**src/rtl/async_fifo_reader.sv**
```systemverilog
// async_fifo_reader
//   Read-side companion of async_fifo, clocked by the FIFO read clock. It drives
//   the FIFO read enable, captures the word one cycle later into a 4-entry skid
//   buffer, and presents the buffer head as a valid/ready stream with O_last
//   framing every BURST_LEN accepted beats.
//
//   Optional feature macro: ASYNC_FIFO_READER_STATS_EN
//     defined   : O_beat_cnt counts accepted beats (saturating, reset-only clear)
//     undefined : O_beat_cnt is tied to 0
//
// Ports
//   clk_rd      in   read-domain clock
//   rrst_n      in   asynchronous active-low reset
//   I_empty     in   FIFO empty flag
//   O_rden      out  FIFO read enable (combinational)
//   I_fifo_data in   FIFO read data, valid the cycle after a read
//   O_data      out  stream data (buffer head)
//   O_valid     out  stream valid
//   I_ready     in   stream ready
//   O_last      out  final beat of a frame
//   I_flush     in   synchronous flush pulse
//   O_beat_cnt  out  accepted-beat counter (see macro above)
module async_fifo_reader #(
    parameter int DATAWIDTH = 8,
    parameter int BURST_LEN = 8
) (
    input  logic                 clk_rd,
    input  logic                 rrst_n,
    input  logic                 I_empty,
    output logic                 O_rden,
    input  logic [DATAWIDTH-1:0] I_fifo_data,
    output logic [DATAWIDTH-1:0] O_data,
    output logic                 O_valid,
    input  logic                 I_ready,
    output logic                 O_last,
    input  logic                 I_flush,
    output logic [15:0]          O_beat_cnt
);

    localparam int         DEPTH    = 4;
    localparam logic [7:0] LAST_IDX = 8'(BURST_LEN - 1);

    logic [DATAWIDTH-1:0] mem_q [DEPTH];
    logic [DATAWIDTH-1:0] mem_d [DEPTH];
    logic [1:0]           wptr_q, wptr_d;
    logic [1:0]           rptr_q, rptr_d;
    logic [2:0]           count_q, count_d;   // words held in the buffer
    logic [2:0]           occ_q, occ_d;       // buffered words + read in flight
    logic                 inflight_q, inflight_d;
    logic [7:0]           beat_idx_q, beat_idx_d;

    logic rd_issue;
    logic capture;
    logic pop;

    // Read issue depends only on registered occupancy, never on I_ready.
    // rrst_n gates it so no read is requested while the block is in reset.
    always_comb begin
        rd_issue = rrst_n && !I_empty && !I_flush && (occ_q < 3'd4);
        // A flush discards the word of a read issued last cycle.
        capture  = inflight_q && !I_flush;
        pop      = O_valid && I_ready;
    end

    assign O_rden  = rd_issue;
    assign O_valid = (count_q != 3'd0);
    assign O_data  = mem_q[rptr_q];
    assign O_last  = O_valid && (beat_idx_q == LAST_IDX);

    always_comb begin
        for (int unsigned i = 0; i < DEPTH; i++) begin
            mem_d[i] = mem_q[i];
        end
        if (capture) begin
            mem_d[wptr_q] = I_fifo_data;
        end

        wptr_d     = wptr_q;
        rptr_d     = rptr_q;
        count_d    = count_q;
        beat_idx_d = beat_idx_q;

        if (I_flush) begin
            wptr_d     = '0;
            rptr_d     = '0;
            count_d    = '0;
            beat_idx_d = '0;
        end else begin
            if (capture) begin
                wptr_d = wptr_q + 2'd1;
            end
            if (pop) begin
                rptr_d     = rptr_q + 2'd1;
                beat_idx_d = (beat_idx_q == LAST_IDX) ? 8'd0 : beat_idx_q + 8'd1;
            end
            count_d = count_q + {2'b00, capture} - {2'b00, pop};
        end

        inflight_d = rd_issue;
        occ_d      = count_d + {2'b00, rd_issue};
    end

    always_ff @(posedge clk_rd or negedge rrst_n) begin
        if (!rrst_n) begin
            for (int unsigned i = 0; i < DEPTH; i++) begin
                mem_q[i] <= '0;
            end
            wptr_q     <= '0;
            rptr_q     <= '0;
            count_q    <= '0;
            occ_q      <= '0;
            inflight_q <= 1'b0;
            beat_idx_q <= '0;
        end else begin
            for (int unsigned i = 0; i < DEPTH; i++) begin
                mem_q[i] <= mem_d[i];
            end
            wptr_q     <= wptr_d;
            rptr_q     <= rptr_d;
            count_q    <= count_d;
            occ_q      <= occ_d;
            inflight_q <= inflight_d;
            beat_idx_q <= beat_idx_d;
        end
    end

`ifdef ASYNC_FIFO_READER_STATS_EN
    logic [15:0] beat_cnt_q, beat_cnt_d;

    // Counts every accepted beat, including one accepted during a flush.
    always_comb begin
        beat_cnt_d = beat_cnt_q;
        if (pop && (beat_cnt_q != 16'hFFFF)) begin
            beat_cnt_d = beat_cnt_q + 16'd1;
        end
    end

    always_ff @(posedge clk_rd or negedge rrst_n) begin
        if (!rrst_n) begin
            beat_cnt_q <= '0;
        end else begin
            beat_cnt_q <= beat_cnt_d;
        end
    end

    assign O_beat_cnt = beat_cnt_q;
`else
    assign O_beat_cnt = '0;
`endif

endmodule

```
**config.mk**
```make
export PLATFORM = sky130hd
export DESIGN_NAME = async_fifo_reader
export DESIGN_NICKNAME = d
export VERILOG_FILES = /design/src/rtl/async_fifo_reader.sv
export SDC_FILE = /design/constraint.sdc
export NUM_CORES = 1
export LEC_CHECK = 0
export BUFFER_PORTS_ARGS = -buffer_cell sky130_fd_sc_hd__buf_2
export CORE_MARGIN = 1
export CORE_UTILIZATION = 36
export CTS_CLUSTER_SIZE = 25
export DETAILED_ROUTE_END_ITERATION = 10
export PLACE_DENSITY_LB_ADDON = 0.15
export SYNTH_ARGS = -nofsm -noshare
export SYNTH_HDL_FRONTEND = slang
export SYNTH_SLANG_ARGS = --single-unit
```
**constraint.sdc**
```tcl
create_clock -name clk_rd -period 2.6 [get_ports clk_rd]
set_input_delay 0.39 -clock clk_rd [delete_from_list [all_inputs] [get_ports clk_rd]]
set_output_delay 0.39 -clock clk_rd [all_outputs]
set_load 0.005 [all_outputs]
```
Word level (Yosys, flattened, before mapping)
Cells that the tools add are included.
- register bits: 51
- input bits: 13
- output and inout bits: 27
- word-level logic and storage cells: 49
- add/sub/neg operators: 6
- $lt $le $gt $ge: 4
- equality and inequality tests: 1
- mux-type cells: 14
- bitwise logic cells: 2
- reduce and logical (&&, ||, !) cells: 12
- operators with widths (cell ; count):
    8-bit two-way mux ; 6
    32-bit bitwise mux ; 1
    8-bit binary-select mux with 2-bit select ; 1
    8-bit demux with 2-bit select ; 1
    8-bit by 1-bit adder with 8-bit output, second input constant ; 1
    8-bit by 3-bit == test with 1-bit output, second input constant ; 1
    2-bit two-way mux ; 4
    1-bit logical AND ; 7
    3-bit by 1-bit adder with 3-bit output ; 2
    3-bit >= comparator, second input constant ; 2
    2-bit NOT with 3-bit output ; 2
    2-bit by 1-bit adder with 2-bit output, second input constant ; 2
    2-bit nonzero test ; 2
    3-bit by 1-bit less-than comparator with 1-bit output, second input constant ; 1
    3-bit less-than comparator, second input constant ; 1
    3-bit two-way mux ; 1
    3-bit nonzero test ; 1
    3-bit by 1-bit subtractor with 3-bit output ; 1
    1-bit zero test ; 2

Depth between registers and ports, before layout
Gate-level depths: netlist (run 1).
- depth after elaboration: 6
- depth in mapped cells: 11
- gate-level depth less buffers: 10

Worst setup path before layout (run 1)
No wires, ideal clock.
- path kind: flip-flop to flip-flop
- start: register count_q[1]
- end: register occ_q[2]
- library setup time: 0.124 ns
- data arrival time: 2.242 ns
- data required time: 2.476 ns
- path slack: 0.233 ns
- cell stages (with the launch flop): 11
- path buffers: 0
- period minus slack after synthesis: 2.367 ns
- cells stage by stage: dfrtp_1 o31ai_4 inv_2 ha_1 inv_1 ha_1 inv_1 fa_1 nor2_1 nand3_1 xnor2_1
- longest elaborated chain between the ends: 5
- elaborated cells on any way between the ends: 6
- classes of those cells: add/sub (3); mux (1); reduce/logical (2)
- RTL lines (element ; line ; RTL):
    start: declaration ; 47 ; logic [2:0] count_q, count_d;
    start signal: assignment ; 120 ; count_q <= count_d;
    branches (longest 2 deep; another with 3-bit by 1-bit adder with 3-bit output) ; n/a ;
    3-bit by 1-bit subtractor with 3-bit output (*) ; 96 ; count_d = count_q + {2'b00, capture} - {2'b00, pop};
    3-bit two-way mux (*) ; 83 ; if (I_flush) begin
    net count_d[1] ; 47 ;
    3-bit by 1-bit adder with 3-bit output (*) ; 100 ; occ_d = count_d + {2'b00, rd_issue};
    net occ_d[2] ; 48 ; logic [2:0] occ_q, occ_d;
    end signal: assignment ; 111 ; occ_q <= '0;
    end signal: assignment ; 121 ; occ_q <= occ_d;
    end: declaration ; 48 ;
Mark *: on every way through the listed nets, which the timed path passes.
A chain may end at the register's enable or synchronous reset.

Final worst setup path (run 1)
- start: register count_q[2]
- end: register occ_q[2]
- longest elaborated chain between the ends: 5
- elaborated cells on any way between the ends: 6
- classes of those cells: add/sub (3); mux (1); reduce/logical (2)
- RTL lines (element ; line ; RTL):
    3-bit nonzero test ; 66 ; assign O_valid = (count_q != 3'd0);
    1-bit logical AND ; 62 ; pop = O_valid && I_ready;
    3-bit by 1-bit subtractor with 3-bit output ; 96 ;
    3-bit two-way mux ; 83 ;
    net count_d[1] ; 47 ;
    3-bit by 1-bit adder with 3-bit output ; 100 ;
    net occ_d[2] ; 48 ;
The timed path passes the listed nets, and every way through them passes these cells.

==> implementation parameters, run 1 <==
Parameter                              Value

Global route
  GRT Resource Usage Total ... 0.133
  Aggregate global routing overflow ... 0
  Number of global-route vias before repair ... 1409
  Largest net degree at the start of global routing ... 50
  Met2 Resource Use GR ... 0.209
  GRT Max-Usage Layer ... met2
  Antenna violations before repair ... 0
  Global-route track usage on met3 ... 0.0336
  First-pass GRT wire length ... 7130 um
  Met1 routing resource usage after global routing ... 0.180

Floorplan
  Starting Density ... 0.377
  Width of the die ... 84.0 um
  Number of rows in the core area ... 29
  Ports ... 40
  DIE HEIGHT ... 84.0 um
  Area of the die ... 7050 um^2
  Core area ... 6420 um^2

Timing
  Setup repair after global routing missed its margin ... no
  Slew Limit Headroom ... 0.584
  Number of pins with negative max-slew slack in the final report ... 0
  Worst setup skew after layout ... 0.00881 ns
  Maximum clock rate ... 0.421 GHz
  Worst setup margin ... 0.226 ns
  Sum of negative setup slack ... 0 ns
  Worst Tran Pin Value ... 0.623 ns
  Final count of negative-setup-slack endpoints ... 0
  Final period utilization ... 0.913
  Hold Vio Cnt, Final ... 0
  Minimum hold slack ... 0.245 ns
  Final period demand of the worst path ... 2.37 ns

Yosys
  Fraction of registers with async set or reset after synthesis ... 1.00
  Share of synthesized area occupied by flip-flops and latches ... 0.507
  Largest family of logic cells by synthesized area ... multiplexers
  Post-synthesis mux area share ... 0.228
  Area fraction in compound gates after synthesis ... 0.0424
  Top cell type by total area after synthesis ... sky130_fd_sc_hd__dfrtp_1
  Count of synthesis-stage warnings from yosys ... 0
  Area share of fa/ha/maj cells after synthesis ... 0.0445
  Post-synth EDFFs ... 0
  Simple-gate share of the synthesized area ... 0.0745
  Main synth FF type ... sky130_fd_sc_hd__dfrtp_1
  Netlist area before placement ... 2420 um^2
  Xor-xnor portion of the synthesized cell area ... 0.0326
  Synth Instances ... 183
  Fraction of post-synthesis cell area in the top cell type by area ... 0.507
  Distinct cell type count of the synthesized netlist ... 34
  Ranking of synthesized cells by area ... sky130_fd_sc_hd__dfrtp_1, sky130_fd_sc_hd__mux2_2, sky130_fd_sc_hd__mux4_2
  Synthesized flop and latch total ... 49
  Post-synthesis average cell area ... 13.2 um^2

Worst setup path
  Number of buffer and inverter instances along the worst setup path ... 3
  Category of the worst setup path launch point ... register
  Highest-delay cell along the critical path ... sky130_fd_sc_hd__fa_1
  Setup Crit Path Kind ... reg2reg
  Family of cells with the greatest summed delay on the critical path ... adder cells
  Data arrival time of the critical path ... 2.57 ns
  CP max stage delay ... 0.44 ns
  Endpoint type of the worst setup path ... register
  Worst Path Required ... 2.80 ns
  Chain of cells forming the critical path ... o31ai_4 > inv_2 > ha_1 > inv_1 > ha_1 > inv_1 > fa_1 > nor2_1 > nand3_1 > xnor2_1
  Top fanout value on the critical path ... 7

CTS
  CTS tree ... done
  Clk slew on worst S/H paths ... 0.10 ns
  Clock Sink Count ... 49
  Number of hold buffers added after CTS ... 0
  Post CTS Setup Buffer Count ... 0
  H-tree levels ... 2
  Inserted Clock Buffers ... 5
  Worst-Skew Late Latency ... 0.30 ns
  CTS max path bufs ... 2
  Library cell used as clock root buffer ... sky130_fd_sc_hd__clkbuf_8
  Resized cells post-CTS ... 0

Route
  Initial DRC count ... 45
  DR vias ... 1390
  Number of detailed-routing iterations run before antenna repair ... 7
  DRC violations left ... 12
  Remaining antenna violation count after routing ... 0
  Total Wirelength ... 4040 um
  Routed length per placed instance ... 13.9 um
  Post-detailed-route via-to-cell ratio ... 4.78

Pwr
  Post-layout total power ... 0.00219 W
  Power density cells ... 811 nW/um^2
  Static power due to leakage ... 1.30 nW
  VDD IR-drop max ... 0.386 mV

Min path
  Min-Delay Path Class ... in2async

Flow run
  Number of violations of the max-capacitance limit ... 0

Place
  IO buf count ... 23
  Post-detailed-placement half-perimeter wirelength ... 2760 um
  Pre-CTS setup slack ... 0.177 ns
  Routability Congestion ... 0.782

Final layout
  Number of antenna cells inserted ... 0
  NumNets Final ... 234
  Layout cell share with drive strength beyond 1 ... 0.379
  Area added between synthesis and finish ... 11.3%

Run status
  Run status ... finished, violations left
  Violated checks ... DRC
-- worst reg2reg max path, cell delays in order (launching register included) --
cell and delay (ns):
sky130_fd_sc_hd__dfrtp_1 0.43, sky130_fd_sc_hd__o31ai_4 0.42, sky130_fd_sc_hd__inv_2 0.07, sky130_fd_sc_hd__ha_1 0.29, sky130_fd_sc_hd__inv_1 0.06, sky130_fd_sc_hd__ha_1 0.13, sky130_fd_sc_hd__inv_1 0.05, sky130_fd_sc_hd__fa_1 0.44
sky130_fd_sc_hd__nor2_1 0.13, sky130_fd_sc_hd__nand3_1 0.10, sky130_fd_sc_hd__xnor2_1 0.15
-- layer usage --
metal,wire length [um],part of all wire,vias to the layer above
li1,-,-,668
met4,59,0.015,0
met1,1980,0.49,685
met3,157,0.039,5
met5,0,0,-
met2,1850,0.46,32
-- cells in the mapped netlist, drive strengths merged (2+ instances only) --
master / instances
a21oi: 5
buf: 19
dfrtp: 49
ha: 7
inv: 7
mux2: 32
mux4: 8
nand2: 12
nand3: 3
nor2: 9
nor2b: 2
o21ai: 4
o31ai: 2
or3: 3
or4: 2
xnor2: 4
xor2: 5
-- cell usage in the layout, fill, tap and decap left out, types with 2 or more instances in the layout --
cell / count
sky130_fd_sc_hd__dfrtp_1: 49
sky130_fd_sc_hd__mux2_2: 32
sky130_fd_sc_hd__buf_2: 23
sky130_fd_sc_hd__conb_1: 16
sky130_fd_sc_hd__nand2_1: 12
sky130_fd_sc_hd__nor2_1: 9
sky130_fd_sc_hd__mux4_2: 8
sky130_fd_sc_hd__ha_1: 7
sky130_fd_sc_hd__inv_1: 6
sky130_fd_sc_hd__xor2_1: 5
sky130_fd_sc_hd__a21oi_1: 5
sky130_fd_sc_hd__clkbuf_8: 5
sky130_fd_sc_hd__buf_4: 5
sky130_fd_sc_hd__xnor2_1: 4
sky130_fd_sc_hd__nand3_1: 3
sky130_fd_sc_hd__o21ai_0: 3
sky130_fd_sc_hd__nor2b_1: 2
sky130_fd_sc_hd__or3_1: 2
sky130_fd_sc_hd__or4_1: 2
-- flip-flops by register name (all words and copies together) (netlist names) --
name and flops:
beat_idx_q 8, wptr_q 2, rptr_q 2, mem_q 32, count_q 3, occ_q 1, inflight_q 1
-- per-stage QoR --
stage	area, um^2	util	cells
floorplan	2480	-	198
global placement	2580	0.402	283
detailed placement	2580	0.402	283
CTS	2690	0.419	291
global route	2690	0.419	291
finish	2690	0.419	291
-- worst paths after layout --
path / startpoint / endpoint / slack [ns] / cells past startpoint
min in group clk_rd: I_empty / inflight_q / 0.26 / 2
worst min-delay path: rrst_n / mem_q[7] / 0.25 / 2
worst max-delay path: count_q[2] / occ_q[2] / 0.23 / 10
max in group asynchronous: rrst_n / mem_q[5] / 1.94 / 2
worst max register to register: count_q[2] / occ_q[2] / 0.23 / 10
worst min register to register: occ_q[2] / inflight_q / 0.44 / 1
-- power by group --
part           internal, W  switching (W)  total (W)
clock             0.000289       0.000264   0.000553
combinational     0.000373       0.000261   0.000633
sequential        0.000892       0.000108    0.00100
-- logic make-up after synthesis --
group | count (synthesis)
flip-flops | 49
multiplexers | 41
AND/OR/NAND/NOR | 35
buffers and inverters | 27
AO/OA/AOI/OAI | 13
XOR/XNOR | 9
adder cells (fa/ha/maj) | 8
other | 1
-- final cells by class --
| cell class | count | area [um^2] |
|---|---|---|
| flip-flops and latches | 49 | 1230 |
| fillers | 620 | 3730 |
| clock buffers | 5 | 68.8 |
| well taps | 77 | 96.3 |
| inverters | 7 | 26.3 |
| multi-input cells | 122 | 1080 |
| clock inverters | 3 | 43.8 |
| repair buffers | 28 | 153 |
Power figures use the tool's default switching activity.
==> run 2: changes to the inputs <==
--- a/config.mk
+++ b/config.mk
@@ -11,6 +11,7 @@
 export CTS_CLUSTER_SIZE = 25
 export DETAILED_ROUTE_END_ITERATION = 10
 export PLACE_DENSITY_LB_ADDON = 0.15
+export RECOVER_POWER = 50
 export SYNTH_ARGS = -nofsm -noshare
 export SYNTH_HDL_FRONTEND = slang
 export SYNTH_SLANG_ARGS = --single-unit
==> implementation parameters, run 2 (synthesis gave the netlist of run 1 again) <==
Parameter                              Value

CTS
  Clock Sink Count ... 49 (unchanged)
  Number of hold buffers added after CTS ... 0 (unchanged)
  Inserted Clock Buffers ... 5 (unchanged)
  Library cell used as clock root buffer ... sky130_fd_sc_hd__clkbuf_8
  Clk slew on worst S/H paths ... 0.09 ns (about the same)
  CTS tree ... done
  H-tree levels ... 2 (unchanged)
  CTS max path bufs ... 2 (unchanged)
  Worst-Skew Late Latency ... 0.30 ns (about the same)

Run status
  Run status ... finished, violations left
  Violated checks ... DRC

Min path
  Startpoint of the lowest-slack hold path ... I_empty
  Min-Delay Path Class ... in2reg

Timing
  Slew Limit Headroom ... 0.189 (-0.395)
  Maximum clock rate ... 0.420 GHz (-0.21%)
  Final count of negative-setup-slack endpoints ... 0 (unchanged)
  Final period utilization ... 0.915 (+0.00189)
  Number of pins with negative max-slew slack in the final report ... 0 (unchanged)
  Worst Tran Pin Value ... 1.22 ns (+0.593 ns)
  Hold Vio Cnt, Final ... 0 (unchanged)
  Worst setup skew after layout ... 0.00876 ns (-0.0000483 ns)
  Setup repair after global routing missed its margin ... no
  Minimum hold slack ... 0.258 ns (+0.0133 ns)
  Final period demand of the worst path ... 2.38 ns (+0.00491 ns)
  Sum of negative setup slack ... 0 ns (unchanged)

Floorplan
  Core area ... 6420 um^2 (unchanged)
  Area of the die ... 7050 um^2 (unchanged)
  DIE HEIGHT ... 84.0 um (unchanged)
  Width of the die ... 84.0 um (unchanged)
  Ports ... 40 (unchanged)
  Starting Density ... 0.377 (unchanged)
  Number of rows in the core area ... 29 (unchanged)

Final layout
  FILL cells ... 622 (+0.32%)
  Flip-flop count of the largest register after layout ... 32 (unchanged)
  Most common cell after layout, fill and taps aside ... sky130_fd_sc_hd__dfrtp_1
  Number of antenna cells inserted ... 0 (unchanged)
  Commonest non-fill, non-tap cells in the layout ... sky130_fd_sc_hd__dfrtp_1, sky130_fd_sc_hd__mux2_2, sky130_fd_sc_hd__buf_2, sky130_fd_sc_hd__conb_1, sky130_fd_sc_hd__nand2_1
  Final design area excluding fillers ... 2690 um^2 (-0.28%)
  Footprint of the multi-input gates ... 1080 um^2 (unchanged)
  NumNets Final ... 234 (unchanged)
  Top flop regs ... mem_q (32), beat_idx_q (8), count_q (3)
  Number of cells in the finished layout apart from fillers ... 291 (unchanged)
  Post-Route Utilization ... 0.418 (-0.00117)
  Largest register by flop count ... mem_q
  Layout cell share with drive strength beyond 1 ... 0.369 (-0.00935)
  Sequential cell area ... 1230 um^2 (unchanged)
  Area added between synthesis and finish ... 11.0%

Pwr
  Power density cells ... 813 nW/um^2 (+0.21%)
  VDD IR-drop max ... 0.386 mV (about the same)
  Static power due to leakage ... 1.29 nW (-0.54%)

Place
  IO buf count ... 23 (unchanged)
  Placed cell count ... 283 (unchanged)
  Post-detailed-placement half-perimeter wirelength ... 2760 um (unchanged)
  Routability Congestion ... 0.782 (unchanged)
  Dpl cell area ... 2580 um^2 (unchanged)

Global route
  Largest net degree at the start of global routing ... 50 (unchanged)
  First-pass GRT wire length ... 7130 um (unchanged)
  Aggregate global routing overflow ... 0 (unchanged)
  Number of global-route vias before repair ... 1409 (unchanged)
  GRT Resource Usage Total ... 0.133 (unchanged)
  Antenna violations before repair ... 0 (unchanged)

Route
  DRC violations left ... 12 (unchanged)
  Initial DRC count ... 47 (+4.4%)
  Number of detailed-routing iterations run before antenna repair ... 7 (unchanged)
  DR vias ... 1391 (+0.072%)
  Remaining antenna violation count after routing ... 0 (unchanged)
  Total Wirelength ... 4050 um (+0.15%)
  Post-detailed-route via-to-cell ratio ... 4.78 (about the same)
  Routed length per placed instance ... 13.9 um (+0.15%)

Worst setup path
  Startpoint of the worst setup timing path ... count_q[2]
  Startpoint of the worst register-to-register path ... count_q[2]
  Data arrival time of the critical path ... 2.58 ns (about the same)
  Setup Crit Path Kind ... reg2reg
  Worst Path Required ... 2.80 ns (about the same)
  Endpoint type of the worst setup path ... register
  Top fanout value on the critical path ... 7 (unchanged)
  Category of the worst setup path launch point ... register

Flow run
  Number of violations of the max-capacitance limit ... 0 (unchanged)
run 2: worst paths after layout:
check / slack [ns] / to / depth (start not counted)
max: 0.22 / occ_q[2] / 10
min: 0.26 / inflight_q / 2
max reg2reg: 0.22 / occ_q[2] / 10
min reg2reg: 0.44 / inflight_q / 1
max in group asynchronous: 1.32 / mem_q[5] / 2
min in group asynchronous: 0.55 / mem_q[7] / 2
run 2: timing repair:
item,in CTS,in global routing
setup buffers,0,0
setup endpoints to repair,0,1
hold endpoints to repair,0,0
gates resized for setup,0,0
run 2: routing by layer:
metal,GRT usage,wire (um)
met1,0.180,1980
met2,0.209,1850
met3,0.0336,156
met4,0.0423,59
met5,0,0
run 2: per-stage QoR:
stage,worst slack [ns],total power (W)
3_5_place_dp,0.177,0.00167
3_3_place_gp,0.213,0.00166
6_report,0.221,0.00218
4_1_cts,0.152,0.00222
5_1_grt,0.0182,0.00233
2_1_floorplan,0.233,0.00146
run 2: cell type report:
type                       instances  share of cell area
tap                               77              0.0359
sequential                        49               0.456
clock buffer                       5              0.0256
multi-input combinational        122               0.402
timing repair buffer              28              0.0540
inverter                           7             0.00978
clock inverter                     3              0.0163
run 2: worst max-delay path, cell delays in order, from the launching register on:
cell and delay [ns]:
sky130_fd_sc_hd__dfrtp_1 0.43, sky130_fd_sc_hd__o31ai_4 0.42, sky130_fd_sc_hd__inv_2 0.07, sky130_fd_sc_hd__ha_1 0.29, sky130_fd_sc_hd__inv_1 0.06, sky130_fd_sc_hd__ha_1 0.13, sky130_fd_sc_hd__inv_1 0.05, sky130_fd_sc_hd__fa_1 0.44
sky130_fd_sc_hd__nor2_1 0.13, sky130_fd_sc_hd__nand3_1 0.11, sky130_fd_sc_hd__xnor2_1 0.15
run 2: where the power goes:
group          switching, W  internal [W]  total [W]
clock network      0.000264      0.000289   0.000553
registers          0.000108      0.000892    0.00100
logic              0.000261      0.000371   0.000632
